--- src/rtl/boot_seq_ctrl.sv ---
// boot_seq_ctrl: loads instruction and data memory from a 64-bit stream,
// runs the CPU for a fixed number of cycles, then streams data memory out.
module boot_seq_ctrl #(
  parameter int IMEM_WORDS = 128,
  parameter int DMEM_WORDS = 128
) (
  input  logic        clk,
  input  logic        rst,
  input  logic        start,
  input  logic [15:0] imem_len,
  input  logic [15:0] dmem_len,
  input  logic [15:0] dump_len,
  input  logic [31:0] run_cycles,
  input  logic        s_valid,
  output logic        s_ready,
  input  logic [63:0] s_data,
  output logic        m_valid,
  input  logic        m_ready,
  output logic [63:0] m_data,
  output logic        cpu_enable,
  output logic [63:0] addr_ext,
  output logic        wen_ext,
  output logic        ren_ext,
  output logic [31:0] wdata_ext,
  output logic [63:0] addr_ext_2,
  output logic        wen_ext_2,
  output logic        ren_ext_2,
  output logic [63:0] wdata_ext_2,
  input  logic [63:0] rdata_ext_2,
  output logic        busy,
  output logic        done,
  output logic [31:0] cycle_count
);

  localparam logic [15:0] IMEM_MAX = 16'(IMEM_WORDS);
  localparam logic [15:0] DMEM_MAX = 16'(DMEM_WORDS);

  typedef enum logic [2:0] {
    IDLE, LOAD_I, LOAD_D, RUN, DUMP_RD, DUMP_OUT, DONE
  } state_t;

  state_t      state_q, state_d;
  logic [15:0] idx_q;
  logic [15:0] imem_len_q, dmem_len_q, dump_len_q;
  logic [31:0] run_len_q, run_cnt_q;
  logic        accept;

  // Lengths as they would be latched on accept, clamped to memory depth.
  logic [15:0] imem_clamp, dmem_clamp, dump_clamp;
  assign imem_clamp = (imem_len > IMEM_MAX) ? IMEM_MAX : imem_len;
  assign dmem_clamp = (dmem_len > DMEM_MAX) ? DMEM_MAX : dmem_len;
  assign dump_clamp = (dump_len > DMEM_MAX) ? DMEM_MAX : dump_len;

  // First phase with work to do, in fixed phase order; DONE if none.
  function automatic state_t first_phase(input logic i, input logic d,
                                         input logic r, input logic u);
    state_t s;
    if (i)      s = LOAD_I;
    else if (d) s = LOAD_D;
    else if (r) s = RUN;
    else if (u) s = DUMP_RD;
    else        s = DONE;
    return s;
  endfunction

  assign busy = (state_q != IDLE) && (state_q != DONE);
  assign done = (state_q == DONE);

  // Next-state logic and combinational port strobes.
  always_comb begin
    // NOTE: every signal gets a default first so no path leaves it unassigned (no latches).
    state_d     = state_q;
    accept      = 1'b0;
    s_ready     = 1'b0;
    cpu_enable  = 1'b0;
    addr_ext    = '0;
    wen_ext     = 1'b0;
    ren_ext     = 1'b0;
    wdata_ext   = '0;
    addr_ext_2  = '0;
    wen_ext_2   = 1'b0;
    ren_ext_2   = 1'b0;
    wdata_ext_2 = '0;

    case (state_q)
      IDLE, DONE: begin
        if (start) begin
          accept  = 1'b1;
          state_d = first_phase(imem_clamp != '0, dmem_clamp != '0,
                                run_cycles != '0, dump_clamp != '0);
        end
      end
      LOAD_I: begin
        s_ready = 1'b1;
        if (s_valid) begin
          wen_ext   = 1'b1;
          addr_ext  = {46'd0, idx_q, 2'b00};
          wdata_ext = s_data[31:0];
          if (idx_q == imem_len_q - 16'd1)
            state_d = first_phase(1'b0, dmem_len_q != '0,
                                  run_len_q != '0, dump_len_q != '0);
        end
      end
      LOAD_D: begin
        s_ready = 1'b1;
        if (s_valid) begin
          wen_ext_2   = 1'b1;
          addr_ext_2  = {45'd0, idx_q, 3'b000};
          wdata_ext_2 = s_data;
          if (idx_q == dmem_len_q - 16'd1)
            state_d = first_phase(1'b0, 1'b0, run_len_q != '0, dump_len_q != '0);
        end
      end
      RUN: begin
        cpu_enable = 1'b1;
        if (run_cnt_q == run_len_q - 32'd1)
          state_d = first_phase(1'b0, 1'b0, 1'b0, dump_len_q != '0);
      end
      DUMP_RD: begin
        ren_ext_2  = 1'b1;
        addr_ext_2 = {45'd0, idx_q, 3'b000};
        state_d    = DUMP_OUT;
      end
      DUMP_OUT: begin
        if (m_valid && m_ready)
          state_d = (idx_q == dump_len_q - 16'd1) ? DONE : DUMP_RD;
      end
      default: state_d = IDLE;
    endcase

    // Reset aborts within the current cycle: no strobe may fire while rst is high.
    if (rst) begin
      state_d    = IDLE;
      accept     = 1'b0;
      s_ready    = 1'b0;
      cpu_enable = 1'b0;
      addr_ext   = '0;
      wen_ext    = 1'b0;
      wdata_ext  = '0;
      addr_ext_2 = '0;
      wen_ext_2  = 1'b0;
      ren_ext_2  = 1'b0;
      wdata_ext_2 = '0;
    end
  end

  // State, index, length latches, run counter and dump output register.
  always_ff @(posedge clk) begin
    // NOTE: sequential state uses non-blocking assignments so all registers update together.
    if (rst) begin
      state_q     <= IDLE;
      idx_q       <= '0;
      imem_len_q  <= '0;
      dmem_len_q  <= '0;
      dump_len_q  <= '0;
      run_len_q   <= '0;
      run_cnt_q   <= '0;
      cycle_count <= '0;
      m_valid     <= 1'b0;
      m_data      <= '0;
    end else begin
      state_q <= state_d;
      if (accept) begin
        imem_len_q  <= imem_clamp;
        dmem_len_q  <= dmem_clamp;
        dump_len_q  <= dump_clamp;
        run_len_q   <= run_cycles;
        idx_q       <= '0;
        run_cnt_q   <= '0;
        cycle_count <= '0;
        m_valid     <= 1'b0;
      end else begin
        case (state_q)
          LOAD_I, LOAD_D: begin
            if (s_valid)
              idx_q <= (state_d != state_q) ? 16'd0 : idx_q + 16'd1;
          end
          RUN: begin
            run_cnt_q <= run_cnt_q + 32'd1;
            if (cycle_count != 32'hFFFF_FFFF)
              cycle_count <= cycle_count + 32'd1;
          end
          DUMP_OUT: begin
            // First cycle captures the read data; it then holds until accepted.
            if (!m_valid) begin
              m_data  <= rdata_ext_2;
              m_valid <= 1'b1;
            end else if (m_ready) begin
              m_valid <= 1'b0;
              idx_q   <= (state_d == DONE) ? 16'd0 : idx_q + 16'd1;
            end
          end
          default: ;
        endcase
      end
    end
  end

endmodule

--- config.mk ---
export PLATFORM = sky130hd
export DESIGN_NAME = boot_seq_ctrl
export DESIGN_NICKNAME = d
export VERILOG_FILES = /design/src/rtl/boot_seq_ctrl.sv
export SDC_FILE = /design/constraint.sdc
export NUM_CORES = 1
export LEC_CHECK = 0
export CAP_MARGIN = 25
export CORE_MARGIN = 4
export CORE_UTILIZATION = 30
export CTS_BUF_LIST = sky130_fd_sc_hd__clkbuf_8
export CTS_CLUSTER_DIAMETER = 30
export DETAILED_ROUTE_END_ITERATION = 10
export GPL_TIMING_DRIVEN = 0
export PLACE_DENSITY = 0.61
export SYNTH_ARGS = -nofsm -noshare
export SYNTH_HDL_FRONTEND = slang
export SYNTH_SLANG_ARGS = --single-unit
--- constraint.sdc ---
create_clock -name clk -period 8.65 [get_ports clk]
set_clock_uncertainty 0.1 [all_clocks]
set_input_delay 1.2975 -clock clk [delete_from_list [all_inputs] [get_ports clk]]
set_output_delay 1.2975 -clock clk [all_outputs]
set_load 0.005 [all_outputs]
# Word level (Yosys, flattened, before mapping)
# Cells that the tools add are included.
# word_totals
ff_bits	228
output_inout_bits	329
elab_cells	111
# classes
addsub	7
order_cmp	3
n_eq_ne	17
muxes	54
bitwise_logic	2
n_reduce_logical	18
# ops
op	count
$mux 64	5
$mux 16	8
$mux 32	3
$reduce_bool 16->1	5
$add 32x1->32 const B	2
$reduce_bool 32->1	2
$eq 16x16->1	3
$gt 16x8->1 const B	3
$sub 16x1->16 const B	3
$mux 3	13
$pmux 19 s2	1
$mux 18	2
$eq 32x32->1	1
$ne 32x32->1 const B	1
$pmux 16 s2	1
$sub 32x1->32 const B	1
$mux 19	1
$pmux 3 s6	1
$add 16x1->16 const B	1
$mux 1	16
$eq 3x3->1 const B	4
$eq 3x2->1 const B	2
$mux 2	3
$reduce_or 2->1	3
13 further kinds	16

# Depth between registers and ports, before layout
# logic_depth
ltp_word	15
depth_mapped	17
depth_no_buf	14

# Worst setup path after synthesis
# OpenSTA, ideal clock, no wires.
# synth_path
kind	register to register
from	register imem_len_q[0]
to	register idx_q[3]
arrival_time_ns	3.987
path_slack_ns	4.446
path_stages_with_launch	17
n_path_buf	3
period_less_slack_ns	4.204
cell_sequence	dfxtp_1 buf_6 inv_1 ha_1 or4b_1 nor2_1 a31oi_1 or4b_1 a211o_1 or3_1 or3_1 and4_4 a211oi_4 a211oi_4 buf_6 buf_6 a22o_1
# synth_via
elab_chain_len	11
elab_cells_between_ends	14
classes_between	1 x add/sub; 3 x eq/ne; 10 x mux
# synth_lines
item	line_no	rtl
from (decl)	44	logic [15:0] imem_len_q, dmem_len_q, dump_len_q;
from (signal assigned)	164	imem_len_q <= imem_clamp;
$sub 16x1->16 *	99	if (idx_q == imem_len_q - 16'd1)
$eq 16x16->1 *	99	
$mux 3 *	99	
$mux 3 *	95	if (s_valid) begin
$pmux 3 s6 *	85	case (state_q)
$mux 3 *	132	if (rst) begin
$eq 3x3->1	190	idx_q <= (state_d == DONE) ? 16'd0 : idx_q + 16'd1;
$mux 16	190	
$mux 16	188	end else if (m_ready) begin
$mux 16	185	if (!m_valid) begin
$pmux 16 s2 *	173	case (state_q)
to (signal assigned)	176	idx_q <= (state_d != state_q) ? 16'd0 : idx_q + 16'd1;
to (signal assigned)	190	
to (decl)	43	logic [15:0] idx_q;
# Every way passes the cells marked *; elsewhere a longest branch is shown, timed or not. The select of a mux whose other input is x is not followed.
# A chain may end at the register's enable or synchronous reset.

# Worst setup path in the final report
# layout_path
from	input port rst
to	output port ren_ext_2
# layout_via
elab_chain_len	1
# layout_lines
item	line_no	rtl
from (decl)	8	input logic rst,
$mux 1	132	
to (decl)	27	output logic ren_ext_2,
# Every way passes these cells.

==> results by group <==
Route
  • DR DRC count: 0
  • Iteration count of the initial detailed-routing pass: 5
  • Drt total wl: 56400 um
  • Vias per cell: 4.81
  • Iter 0 DRT Violations: 831
  • Final ANT Viol Nets: 0
  • DR vias: 14400
  • Routed len/inst: 18.8 um

Synthesis
  • EDFF count, synth: 0
  • Synth warn: 0
  • Register area share after synthesis: 33.8%
  • Yosys cell types: 71
  • Mapped Avg Cell Area: 7.67 um2
  • Post-Synthesis Cell Area: 13500 um2
  • Ys flop type: dfxtp_1
  • Synth top area cells: dfxtp_1 34%, nand2_1 7.2%, and2_1 6.8%
  • Register bit count reported by yosys: 228
  • Synth async-reset ratio: 0%
  • Top-area cell type share of the netlist area: 33.8%
  • Cell taking the most area after synthesis: dfxtp_1
  • Post-Synthesis Cells: 1762

GRT
  • Number of global-route vias before repair: 14100
  • Met1 usage: 28.0%
  • Largest net degree at the start of global routing: 17
  • First-pass GRT wire length: 83300 um
  • Grt ovf: 0
  • Met2 usage: 35.2%
  • Tot GR Track Use: 22.1%
  • Initial antenna violation count: 8
  • M3 GR Usage: 8.61%
  • Most used routing layer: met2

Die
  • FP Rows: 77
  • Die Y: 220 um
  • Starting Density: 30.4%
  • I/O pin total: 542
  • Die ar.: 48500 um2
  • Die W: 220 um
  • Core area: 44400 um2

Place
  • Post-DP HPWL: 45400 um
  • Gpl congestion: 0.901
  • Port bufs: 444
  • Placed cells: 2897
  • Setup WS pre-CTS: 2680 ps
  • Placed Area: 19100 um2

CTS
  • Postcts setup bufs: 0
  • Longest Clk Path Bufs: 3
  • Hold_buf cts: 0
  • H-tree levels: 2
  • TritonCTS Sinks: 228
  • Clock buffer count from CTS: 54
  • Skew-Pair Late Insertion Delay: 600 ps
  • # resized after CTS: 0
  • Clock input transition at the sequential cells of the worst setup and hold paths: 60 ps
  • Clk root buf: clkbuf_8
  • CTS tree: done

Final layout
  • Area of the multi-input gates: 8050 um2
  • Fillcell total: 4433
  • Most common cell after layout, fill and taps aside: clkdlybuf4s50_1
  • Commonest cells after routing, fill and taps aside: 444 x clkdlybuf4s50_1, 261 x nand2_1, 228 x dfxtp_1
  • Layout cells sized above 1: 9.07%
  • Nets: 2582
  • Finished Core Util: 46.1%
  • Design Area, Final: 20500 um2
  • Layout Cells excl Fill: 2997
  • FF/Latch Area: 4560 um2
  • Synth-to-Final Area Change: 51.4%

Hold path
  • Hold path depth: 2
  • HP Class: reg -> reg
  • Hold path start: m_data[14]
  • End of the worst hold path: m_data[14]

Worst setup path
  • Arr. time, crit path: 4580 ps
  • Worst-case reg-to-reg path depth: 15
  • Critical path type: in -> out
  • Reg-to-reg critical path endpoint: idx_q[15]
  • Critical path launch point type: input port
  • Critical path peak fanout: 10
  • Req. time, crit path: 7250 ps
  • Worst setup EP type: output pin
  • Reg2reg start: idx_q[2]
  • Reg2reg setup slack: 3790 ps

Timing
  • Worst setup margin: 2670 ps
  • Slew headroom: 29.0%
  • Slew @ Worst Pin: 1060 ps
  • Hold Vio Cnt, Final: 0
  • Final TNS setup: 0 ps
  • RSZ-0062 raised after global routing: false
  • Max-slew violations: 0
  • Fmax: 0.167 GHz
  • Minimum clock period: 5980 ps
  • Final Hold Slack: 353 ps
  • Final period utilization: 69.1%
  • Setup Viol. Count Final: 0

Pwr
  • PD cells: 146 nW/um2
  • Pwr Total: 3.00 mW
  • Peak supply drop: 0.143 mV
  • Leakage Power: 7.78 nW

Job
  • Max Cap Violations: 0

Status
  • Outcome: finished clean
-- kinds of logic (layout without fill, tap and decap cells) --
group / after synthesis / after routing / share of synthesized area [%]
AND/OR/NAND/NOR: 843 / 843 / 32.1
flip-flops: 228 / 228 / 33.8
multiplexers: 7 / 7 / 0.518
XOR/XNOR: 152 / 152 / 9.85
AO/OA/AOI/OAI: 289 / 289 / 13.6
other: 1 / 98 / 0.0277
adder cells (fa/ha/maj): 8 / 8 / 0.741
buffers and inverters: 234 / 780 / 9.36
-- report_power, final --
group / total [mW] / internal (mW) / switching (mW) / leakage [nW]
clock: 1.55 / 1.02 / 0.537 / 0.724
sequential: 1.08 / 1.06 / 0.0136 / 1.84
combinational: 0.365 / 0.187 / 0.179 / 5.21
total: 3.00 / 2.27 / 0.729 / 7.78
-- registers in the layout, summed over array words and instances (netlist names) --
| name | count |
|---|---|
| m_data | 64 |
| cycle_count | 32 |
| run_cnt_q | 32 |
| run_len_q | 32 |
| dmem_len_q | 16 |
| dump_len_q | 16 |
| idx_q | 16 |
| imem_len_q | 16 |
| state_q | 3 |
| m_valid | 1 |
-- worst max-delay path by stage --
stage                       start             to  slack (ps)  depth (start not counted)
floorplan           imem_len_q[0]       idx_q[3]        4450                         16
global placement              rst  addr_ext_2[7]        2560                          6
detailed placement            rst      ren_ext_2        2680                          6
CTS                           rst      ren_ext_2        2670                          6
global route                  rst      ren_ext_2        2550                          6
finish                        rst      ren_ext_2        2670                          6
-- final cells by class --
cell class	instances	area share (%)
inverter	30	0.550
sequential	228	22.3
clock inverter	27	1.85
buffer	204	5.63
tap	592	3.62
multi-input combinational	1396	39.3
timing repair buffer	447	21.8
antenna	1	0.0122
clock buffer	72	4.84
-- synth_stat cells, drive strengths merged, types with 5 or more instances --
cell type / n
nand3: 45
clkbuf: 96
or4b: 7
buf: 108
or2: 6
nand2b: 9
dfxtp: 228
inv: 30
nand2: 261
xor2: 76
or3: 29
xnor2: 76
a211oi: 5
o211ai: 8
a21oi: 137
o311ai: 5
nor2b: 16
or4: 17
nor3b: 7
and2: 147
a22o: 17
mux2i: 7
and4: 9
nor2: 123
nand4: 20
o31ai: 7
nor4: 48
a31oi: 17
ha: 8
nor4b: 5
o21ai: 36
nand3b: 6
and3: 26
nor3: 52
-- worst max-delay path: stages --
cell	delay (ps)
clkdlybuf4s50_1	590
clkbuf_1	540
clkbuf_1	690
clkbuf_1	630
nor3_1	220
clkdlybuf4s50_1	600
-- layer usage --
metal | vias to the layer above | share of wire [%]
met5 | - | 0.089
met4 | 8 | 2.2
met3 | 71 | 10
met2 | 513 | 45
met1 | 6735 | 43
li1 | 7081 | -
(Power assumes the default switching activity.)
